--- src/rtl/hdmi_pkg.sv ---
// Shared types and constants for the HDMI period scheduler.
// Latency: n/a (declarations only).
// Backpressure: n/a.
package hdmi_pkg;

    localparam int CNT_W        = 12;
    localparam int PREAMBLE_LEN = 8;
    localparam int GUARD_LEN    = 2;

    localparam logic [3:0] CTL_VIDEO_PREAMBLE = 4'b0001;

    typedef enum logic [1:0] {
        PERIOD_CONTROL  = 2'd0,
        PERIOD_PREAMBLE = 2'd1,
        PERIOD_GUARD    = 2'd2,
        PERIOD_VIDEO    = 2'd3
    } period_t;

endpackage

--- src/rtl/hdmi_raster_counter.sv ---
// Wrap counter 0..MAX with synchronous clear and advance; wrap flags the terminal count.
// Latency: count updates on the clock edge after advance; wrap is combinational on count.
// Backpressure: none; counts whenever advance is high.
module hdmi_raster_counter
    import hdmi_pkg::*;
#(
    parameter int unsigned MAX = 799
) (
    input  logic             hdmi_pixel_clock,
    input  logic             hdmi_pixel_resetn,
    input  logic             clear,
    input  logic             advance,
    output logic [CNT_W-1:0] cnt,
    output logic             wrap
);

    localparam logic [CNT_W-1:0] MAX_C = CNT_W'(MAX);

    assign wrap = (cnt == MAX_C);

    always_ff @(posedge hdmi_pixel_clock or negedge hdmi_pixel_resetn) begin
        if (!hdmi_pixel_resetn) begin
            cnt <= '0;
        end else if (clear) begin
            cnt <= '0;
        end else if (advance) begin
            cnt <= wrap ? '0 : cnt + 1'b1;
        end
    end

endmodule

--- src/rtl/hdmi_period_scheduler.sv ---
// Raster timing and per-slot HDMI period classification driving TMDS word selection.
// Latency: all outputs are a 1-cycle registered decode of the raster counters.
// Backpressure: none; enable low parks counters at origin and idles outputs.
module hdmi_period_scheduler
    import hdmi_pkg::*;
#(
    parameter int unsigned H_ACTIVE  = 640,
    parameter int unsigned H_FRONT   = 16,
    parameter int unsigned H_SYNC    = 96,
    parameter int unsigned H_BACK    = 48,
    parameter int unsigned V_ACTIVE  = 480,
    parameter int unsigned V_FRONT   = 10,
    parameter int unsigned V_SYNC    = 2,
    parameter int unsigned V_BACK    = 33,
    parameter bit          HSYNC_POL = 1'b0,
    parameter bit          VSYNC_POL = 1'b0
) (
    input  logic             hdmi_pixel_clock,
    input  logic             hdmi_pixel_resetn,
    input  logic             enable,
    output logic             hsync,
    output logic             vsync,
    output logic             de,
    output logic [1:0]       period,
    output logic [3:0]       ctl,
    output logic [CNT_W-1:0] pixel_x,
    output logic [CNT_W-1:0] pixel_y,
    output logic             frame_start
);

    localparam int unsigned H_TOTAL = H_ACTIVE + H_FRONT + H_SYNC + H_BACK;
    localparam int unsigned V_TOTAL = V_ACTIVE + V_FRONT + V_SYNC + V_BACK;

    if (H_TOTAL >= 4096 || V_TOTAL >= 4096) begin : g_bad_total
        $error("hdmi_period_scheduler: raster totals must be below 4096");
    end
    if (H_BACK < PREAMBLE_LEN + GUARD_LEN) begin : g_bad_back
        $error("hdmi_period_scheduler: H_BACK too short for preamble plus guard band");
    end

    localparam logic [CNT_W-1:0] H_ACT_C   = CNT_W'(H_ACTIVE);
    localparam logic [CNT_W-1:0] V_ACT_C   = CNT_W'(V_ACTIVE);
    localparam logic [CNT_W-1:0] HS_START  = CNT_W'(H_ACTIVE + H_FRONT);
    localparam logic [CNT_W-1:0] HS_END    = CNT_W'(H_ACTIVE + H_FRONT + H_SYNC);
    localparam logic [CNT_W-1:0] VS_START  = CNT_W'(V_ACTIVE + V_FRONT);
    localparam logic [CNT_W-1:0] VS_END    = CNT_W'(V_ACTIVE + V_FRONT + V_SYNC);
    localparam logic [CNT_W-1:0] GB_START  = CNT_W'(H_TOTAL - GUARD_LEN);
    localparam logic [CNT_W-1:0] PRE_START = CNT_W'(H_TOTAL - GUARD_LEN - PREAMBLE_LEN);

    logic [CNT_W-1:0] h_cnt;
    logic [CNT_W-1:0] v_cnt;
    logic             h_last;
    logic             v_last;
    logic             run_q;
    logic             out_en;

    hdmi_raster_counter #(.MAX(H_TOTAL - 1)) u_h_cnt (
        .hdmi_pixel_clock  (hdmi_pixel_clock),
        .hdmi_pixel_resetn (hdmi_pixel_resetn),
        .clear             (!enable),
        .advance           (enable),
        .cnt               (h_cnt),
        .wrap              (h_last)
    );

    hdmi_raster_counter #(.MAX(V_TOTAL - 1)) u_v_cnt (
        .hdmi_pixel_clock  (hdmi_pixel_clock),
        .hdmi_pixel_resetn (hdmi_pixel_resetn),
        .clear             (!enable),
        .advance           (enable && h_last),
        .cnt               (v_cnt),
        .wrap              (v_last)
    );

    // On the edge where enable drops the counters still hold a valid slot, so it
    // is emitted once more before the outputs idle.
    assign out_en = enable || run_q;

    period_t          period_d;
    period_t          period_q;
    logic             next_line_active;
    logic             hsync_d;
    logic             vsync_d;
    logic [3:0]       ctl_d;
    logic             frame_start_d;

    always_comb begin
        period_d         = PERIOD_CONTROL;
        ctl_d            = 4'b0000;
        hsync_d          = !HSYNC_POL;
        vsync_d          = !VSYNC_POL;
        frame_start_d    = 1'b0;
        next_line_active = v_last ? 1'b1 : ((v_cnt + 12'd1) < V_ACT_C);

        if (out_en) begin
            if (h_cnt < H_ACT_C && v_cnt < V_ACT_C) begin
                period_d = PERIOD_VIDEO;
            end else if (next_line_active && h_cnt >= GB_START) begin
                period_d = PERIOD_GUARD;
            end else if (next_line_active && h_cnt >= PRE_START) begin
                period_d = PERIOD_PREAMBLE;
                ctl_d    = CTL_VIDEO_PREAMBLE;
            end

            if (h_cnt >= HS_START && h_cnt < HS_END) hsync_d = HSYNC_POL;
            if (v_cnt >= VS_START && v_cnt < VS_END) vsync_d = VSYNC_POL;
            frame_start_d = (h_cnt == '0) && (v_cnt == '0);
        end
    end

    always_ff @(posedge hdmi_pixel_clock or negedge hdmi_pixel_resetn) begin
        if (!hdmi_pixel_resetn) begin
            run_q       <= 1'b0;
            period_q    <= PERIOD_CONTROL;
            ctl         <= 4'b0000;
            hsync       <= !HSYNC_POL;
            vsync       <= !VSYNC_POL;
            de          <= 1'b0;
            frame_start <= 1'b0;
            pixel_x     <= '0;
            pixel_y     <= '0;
        end else begin
            run_q       <= enable;
            period_q    <= period_d;
            ctl         <= ctl_d;
            hsync       <= hsync_d;
            vsync       <= vsync_d;
            de          <= (period_d == PERIOD_VIDEO);
            frame_start <= frame_start_d;
            pixel_x     <= out_en ? h_cnt : '0;
            pixel_y     <= out_en ? v_cnt : '0;
        end
    end

    assign period = period_q;

endmodule

--- config.mk ---
export PLATFORM = sky130hd
export DESIGN_NAME = hdmi_period_scheduler
export DESIGN_NICKNAME = d
export VERILOG_FILES = /design/src/rtl/hdmi_pkg.sv /design/src/rtl/hdmi_raster_counter.sv /design/src/rtl/hdmi_period_scheduler.sv
export SDC_FILE = /design/constraint.sdc
export NUM_CORES = 1
export LEC_CHECK = 0
export ABC_AREA = 0
export CORE_ASPECT_RATIO = 2
export CORE_UTILIZATION = 54
export DETAILED_ROUTE_END_ITERATION = 16
export GPL_TIMING_DRIVEN = 0
export PLACE_DENSITY_LB_ADDON = 0.25
export REMOVE_ABC_BUFFERS = 1
export SLEW_MARGIN = 30
export SYNTH_ARGS = -nofsm -noshare
export SYNTH_HDL_FRONTEND = slang
export SYNTH_HIERARCHICAL = 1
export SYNTH_SLANG_ARGS = --single-unit
--- constraint.sdc ---
create_clock -name hdmi_pixel_clock -period 2.4 [get_ports hdmi_pixel_clock]
set_clock_uncertainty 0.15 [all_clocks]
set_input_delay 0.6 -clock hdmi_pixel_clock [delete_from_list [all_inputs] [get_ports hdmi_pixel_clock]]
set_output_delay 0.6 -clock hdmi_pixel_clock [all_outputs]
set_load 0.05 [all_outputs]
## After elaboration in Yosys (flattened, before gate mapping)

Cells that the tools add are included.

- Register bits: 59
- Input port bits: 3
- Word-level logic and storage cells: 57

- Mux-type cells: 21
- Equal/unequal tests: 4
- Reduce and logical (&&, ||, !) cells: 10
- Add/sub/neg operators: 2
- Magnitude comparators: 9

Operators by type and width:

| cell | count |
|---|---|
| 2-to-1 mux 12 bit | 7 |
| greater-or-equal comparator 12 x 10 -> 1 bit, second input constant | 3 |
| less-than comparator 12 x 9 -> 1 bit, second input constant | 3 |
| adder 12 x 1 -> 12 bit, second input constant | 2 |
| equality test 12 x 10 -> 1 bit, second input constant | 2 |
| logical NOT 12 bit | 2 |
| less-than comparator 12 x 10 -> 1 bit, second input constant | 2 |
| greater-or-equal comparator 12 x 9 -> 1 bit, second input constant | 1 |
| 2-to-1 mux 1 bit | 11 |
| logical AND 1 bit | 7 |
| 2-to-1 mux 2 bit | 3 |
| equality test 2 bit, second input constant | 1 |
| inequality test 2 x 1 -> 1 bit, second input constant | 1 |
| logical OR 1 bit | 1 |

## Logic depth before layout (Yosys ltp)

- Depth after elaboration: 9
- Gate-level depth with buffers: 8
- Mapped depth without buffers: 8

## Modules after synthesis

Netlist, hierarchy kept.

By module, submodules not included:

| module | instances | area each (µm²) | cells an instance | sequential area each (µm²) |
|---|---|---|---|---|
| hdmi_period_scheduler | 1 | 1244.9 | 107 | 803.3 |
| hdmi_raster_counter (u_v_cnt) | 1 | 684.4 | 72 | 300.3 |
| hdmi_raster_counter (u_h_cnt) | 1 | 670.6 | 66 | 300.3 |

## Least setup slack after synthesis

No wires, ideal clock.

- Path type: flip-flop to flip-flop
- Start point: register u_h_cnt.cnt[1]
- End point: register u_v_cnt.cnt[9]
- Stages on the path, launching flop included: 9
- Arrival: 1951 ps
- Clock period less this slack: 2169 ps
- Setup time: 68 ps
- Path slack: 231 ps
- Buffers on the path: 0
- Cell sequence: dfrtp_1 ha_1 nand4_1 nor3_2 and2_1 nand2b_1 a31oi_1 o311ai_0 nand2_1

- Cells in the longest elaborated chain, start to end: 3

RTL lines:

| item | RTL line | text |
|---|---|---|
| from (decl) | hdmi_raster_counter.sv:13 | `output logic [CNT_W-1:0] cnt,` |
| from (signal assigned) | hdmi_raster_counter.sv:27 | `cnt <= wrap ? '0 : cnt + 1'b1;` |
| equality test 12 x 10 -> 1 bit | hdmi_raster_counter.sv:19 | `assign wrap = (cnt == MAX_C);` |
| via h_last | hdmi_period_scheduler.sv:52 | `logic h_last;` |
| logical AND 1 bit | hdmi_period_scheduler.sv:70 | `.advance (enable && h_last),` |
| inequality test 2 x 1 -> 1 bit (no source line) | - |  |
| to (signal assigned) | hdmi_raster_counter.sv:27 |  |
| to (decl) | hdmi_raster_counter.sv:13 |  |

The timed path passes the listed nets, and every way through them passes these cells.
A chain may end at the register's enable or synchronous reset.

## Worst setup path after layout

- Start point: register hsync
- End point: output port hsync

RTL lines:

| item | RTL line | text |
|---|---|---|
| from (decl) | hdmi_period_scheduler.sv:21 | `output logic hsync,` |
| from (signal assigned) | hdmi_period_scheduler.sv:116 | `hsync <= !HSYNC_POL;` |
| from (signal assigned) | hdmi_period_scheduler.sv:126 | `hsync <= hsync_d;` |

No word-level cell between the ends.

==> insert_results.sql <==
INSERT INTO impl_metrics (metric_group, metric, value, unit) VALUES
('sta', 'report.final.hold_viol_count', '0', ''),
('routing', 'finalWirelength', '5565', 'um'),
('routing', 'route.detailed.drc', '0', ''),
('setup_path', 'cp_num_buf_inv', '1', ''),
('setup_path', 'start_kind', 'flip-flop', ''),
('setup_path', 'path_delay_family', 'buffers and inverters', ''),
('clock_network', 'cts.sinks', '56', ''),
('sta', 'measured_slew_at_the_worst_slew_check_pin', '0.5781', 'ns'),
('power', 'max-vdd-ir-drop', '0.4643', 'mV'),
('finish', 'syn2layout_area_growth', '20.36', '%'),
('global_route', 'grt-ovfl-total', '0', ''),
('power', 'power.density', '542.6', 'nW/um^2'),
('yosys', 'synthMuxAreaShare', '0.8181', '%'),
('clock_network', 'cts-buffers-inserted', '5', ''),
('power', 'total_leakage_power', '1.373', 'nW'),
('placement', 'dp_slack', '-0.5549', 'ns'),
('finish', 'post_layout_nonfiller_instances', '338', ''),
('outcome', 'outcome', 'finished, final reports clean', ''),
('yosys', 'synth_fa_ha_area_share', '1.444', '%'),
('placement', 'dpl.cell_count', '330', ''),
('setup_path', 'critical_path_arrival', '1.61', 'ns'),
('floorplanning', 'die-height', '100.1', 'um'),
('yosys', 'yosysWarningCount', '6', ''),
('yosys', 'syn_area_per_cell', '10.61', 'um^2'),
('run', 'max_cap_viol_count', '0', ''),
('setup_path', 'critical_path.reg2reg.endpoint', 'u_v_cnt/cnt[9]', ''),
('power', 'power.share.clock', '36.0', '%'),
('setup_path', 'required', '1.65', 'ns'),
('routing', 'avgViaCountPerCell', '5.822', ''),
('yosys', 'syn_inst', '245', ''),
('clock_network', 'clockBufferDepth', '2', ''),
('sta', 'maxSlewViolCount', '0', ''),
('routing', 'wl_per_cell', '16.46', 'um'),
('routing', 'initialDrtViolationCount', '55', ''),
('power', 'total_power', '1.698', 'mW'),
('finish', 'diodes', '0', ''),
('power', 'swShare', '23.68', '%'),
('yosys', 'yosys.area_share.xor_xnor', '5.053', '%'),
('yosys', 'postSynthRegisterBits', '56', ''),
('routing', 'drt-pass1-iter-count', '4', ''),
('sta', 'max_freq', '423.1', 'MHz'),
('finish', 'final_nets', '288', ''),
('setup_path', 'cp_cell_sequence', 'clkdlybuf4s50_1', ''),
('power', 'power.internal', '1.296', 'mW'),
('sta', 'setup-violations-final', '0', ''),
('floorplanning', 'ioPinCount', '37', ''),
('sta', 'fin_ws', '0.03650', 'ns'),
('clock_network', 'cts_tree', 'built', ''),
('yosys', 'synth_area', '2600', 'um^2'),
('finish', 'multi_input_comb_area', '1169', 'um^2'),
('yosys', 'synth-async-reset-ratio', '100.0', '%'),
('routing', 'vias', '1968', ''),
('setup_path', 'start_of_the_worst_register_to_register_path', 'u_h_cnt/cnt[6]', ''),
('floorplanning', 'die_area', '5113', 'um^2'),
('clock_network', 'cts_post_setup_buffers_inserted', '0', ''),
('yosys', 'synth_compound_area_share', '7.748', '%'),
('finish', 'regArea', '1408', 'um^2'),
('floorplanning', 'num_rows', '35', ''),
('routing', 'ant_nets', '0', ''),
('global_route', 'gr-usage-all-layers', '24.65', '%'),
('clock_network', 'htreeDepth', '2', ''),
('yosys', 'post_synth_and_or_nand_nor_area_fraction', '28.44', '%'),
('yosys', 'dominant_combinational_cell_family_by_area_after_synthesis', 'simple AND/OR/NAND/NOR gates', ''),
('setup_path', 'worst-path-max-fanout', '1', ''),
('global_route', 'grt_first_pass_wirelength', '9356', 'um'),
('global_route', 'first_global_vias', '2006', ''),
('global_route', 'pin_count_of_the_biggest_net_entering_global_routing', '35', ''),
('sta', 'final_period_minus_worst_setup_slack', '2.364', 'ns'),
('sta', 'grt_setup_unrepaired', 'no', ''),
('setup_path', 'critPathKind', 'flip-flop to output port', ''),
('yosys', 'synth_cell_types', '54', '');
-- cells by family after synthesis --
kind of cell    count (synthesis)
xor+xnor                       15
flops                          56
compound gates                 27
fa+ha+maj                       3
mux                             2
other cells                     1
buf+inv                        13
simple gates                  128
-- cell usage in the layout, fill, tap and decap left out, types with 5 or more instances in the layout --
cell type,synthesis,final
nor4_1,5,5
nand4_1,10,10
nor3_1,6,6
nor2b_1,23,23
nand3_1,9,9
clkdlybuf4s50_1,0,31
xor2_1,11,11
clkbuf_8,0,5
dfrtp_1,54,51
inv_1,7,7
nand2_1,19,19
nor2_1,24,23
-- cells in the mapped netlist (2+ instances only) --
cell type,count,area [um^2]
dfstp_2,2,52.55
and3_2,2,15.01
o21ai_0,4,20.02
xnor2_1,4,35.03
nand2_1,19,71.32
or3_1,2,12.51
o21ai_1,3,15.01
dfrtp_1,54,1351
a21o_1,4,30.03
and4_1,2,17.52
nor3_2,2,20.02
nand3_2,2,20.02
o211ai_1,3,22.52
buf_4,3,22.52
a21oi_1,4,20.02
clkbuf_1,2,7.510
nor2b_1,23,143.9
and4_2,2,20.02
and2_1,2,12.51
ha_1,3,37.54
nor3_1,6,30.03
xor2_1,11,96.34
and3_1,2,12.51
nor2_1,24,90.09
nor4_1,5,31.28
inv_1,7,26.28
nand3_1,9,45.04
a22oi_1,2,15.01
or2_1,3,18.77
nand4_1,10,62.56
-- flip-flops by register name, indices dropped and copies added (netlist names) --
signal and cells:
ctl 1, de 1, frame_start 1, hsync 1
period 2, pixel_x 12, pixel_y 12, run_q 1
u_h_cnt/cnt 12, u_v_cnt/cnt 12, vsync 1
-- per-stage QoR --
step / cell area (um^2) / utilization [%] / hold WS [ns] / setup TNS, ns
after floorplan: 2572 / - / 0.1544 / 0
after global placement: 2972 / 64.63 / 0.4404 / -81.45
after detailed placement: 2997 / 65.17 / 0.3677 / -6.816
after CTS: 3124 / 67.95 / 0.03325 / 0
after global routing: 3129 / 68.05 / 0.05399 / 0
final: 3129 / 68.05 / 0.02892 / 0
-- power by group through the flow --
stage	clock, mW	sequential, mW	combinational [mW]
floorplan	0	1.01	0.0421
global placement	0	0.983	0.118
detailed placement	0	0.983	0.124
CTS	0.620	0.965	0.124
global route	0.645	0.966	0.133
finish	0.611	0.965	0.122
-- cell type report --
| cell class | instances | share of cell area (%) |
|---|---|---|
| sequential | 56 | 44.98 |
| timing repair buffer | 34 | 11.08 |
| multi-input combinational | 178 | 37.35 |
| clock inverter | 3 | 1.359 |
| clock buffer | 5 | 2.199 |
| inverter | 7 | 0.8397 |
| tap | 55 | 2.199 |
-- metal layers --
metal  vias to the layer above  wire, um  global-route usage (%)
met4                         0       127                   11.97
met5                         -         0                       0
met3                        13       100                   2.576
met1                       980      1968                   25.03
met2                        49      3368                   47.27
li1                        926         -                       -
-- worst max path at each step --
stage | startpoint | end | cells after the start
floorplan | u_h_cnt/cnt[1] | u_v_cnt/cnt[9] | 8
global placement | hdmi_pixel_resetn | ctl[0] | 1
detailed placement | enable | u_v_cnt/cnt[9] | 6
CTS | hsync | hsync | 1
global route | vsync | vsync | 1
finish | hsync | hsync | 1
-- repair_timing --
item / CTS / global route
setup endpoints to repair: 10 / 5
gates resized for setup: 5 / 3
pin swaps: 0 / 1
Note: power is estimated with default switching activity, not from simulation.
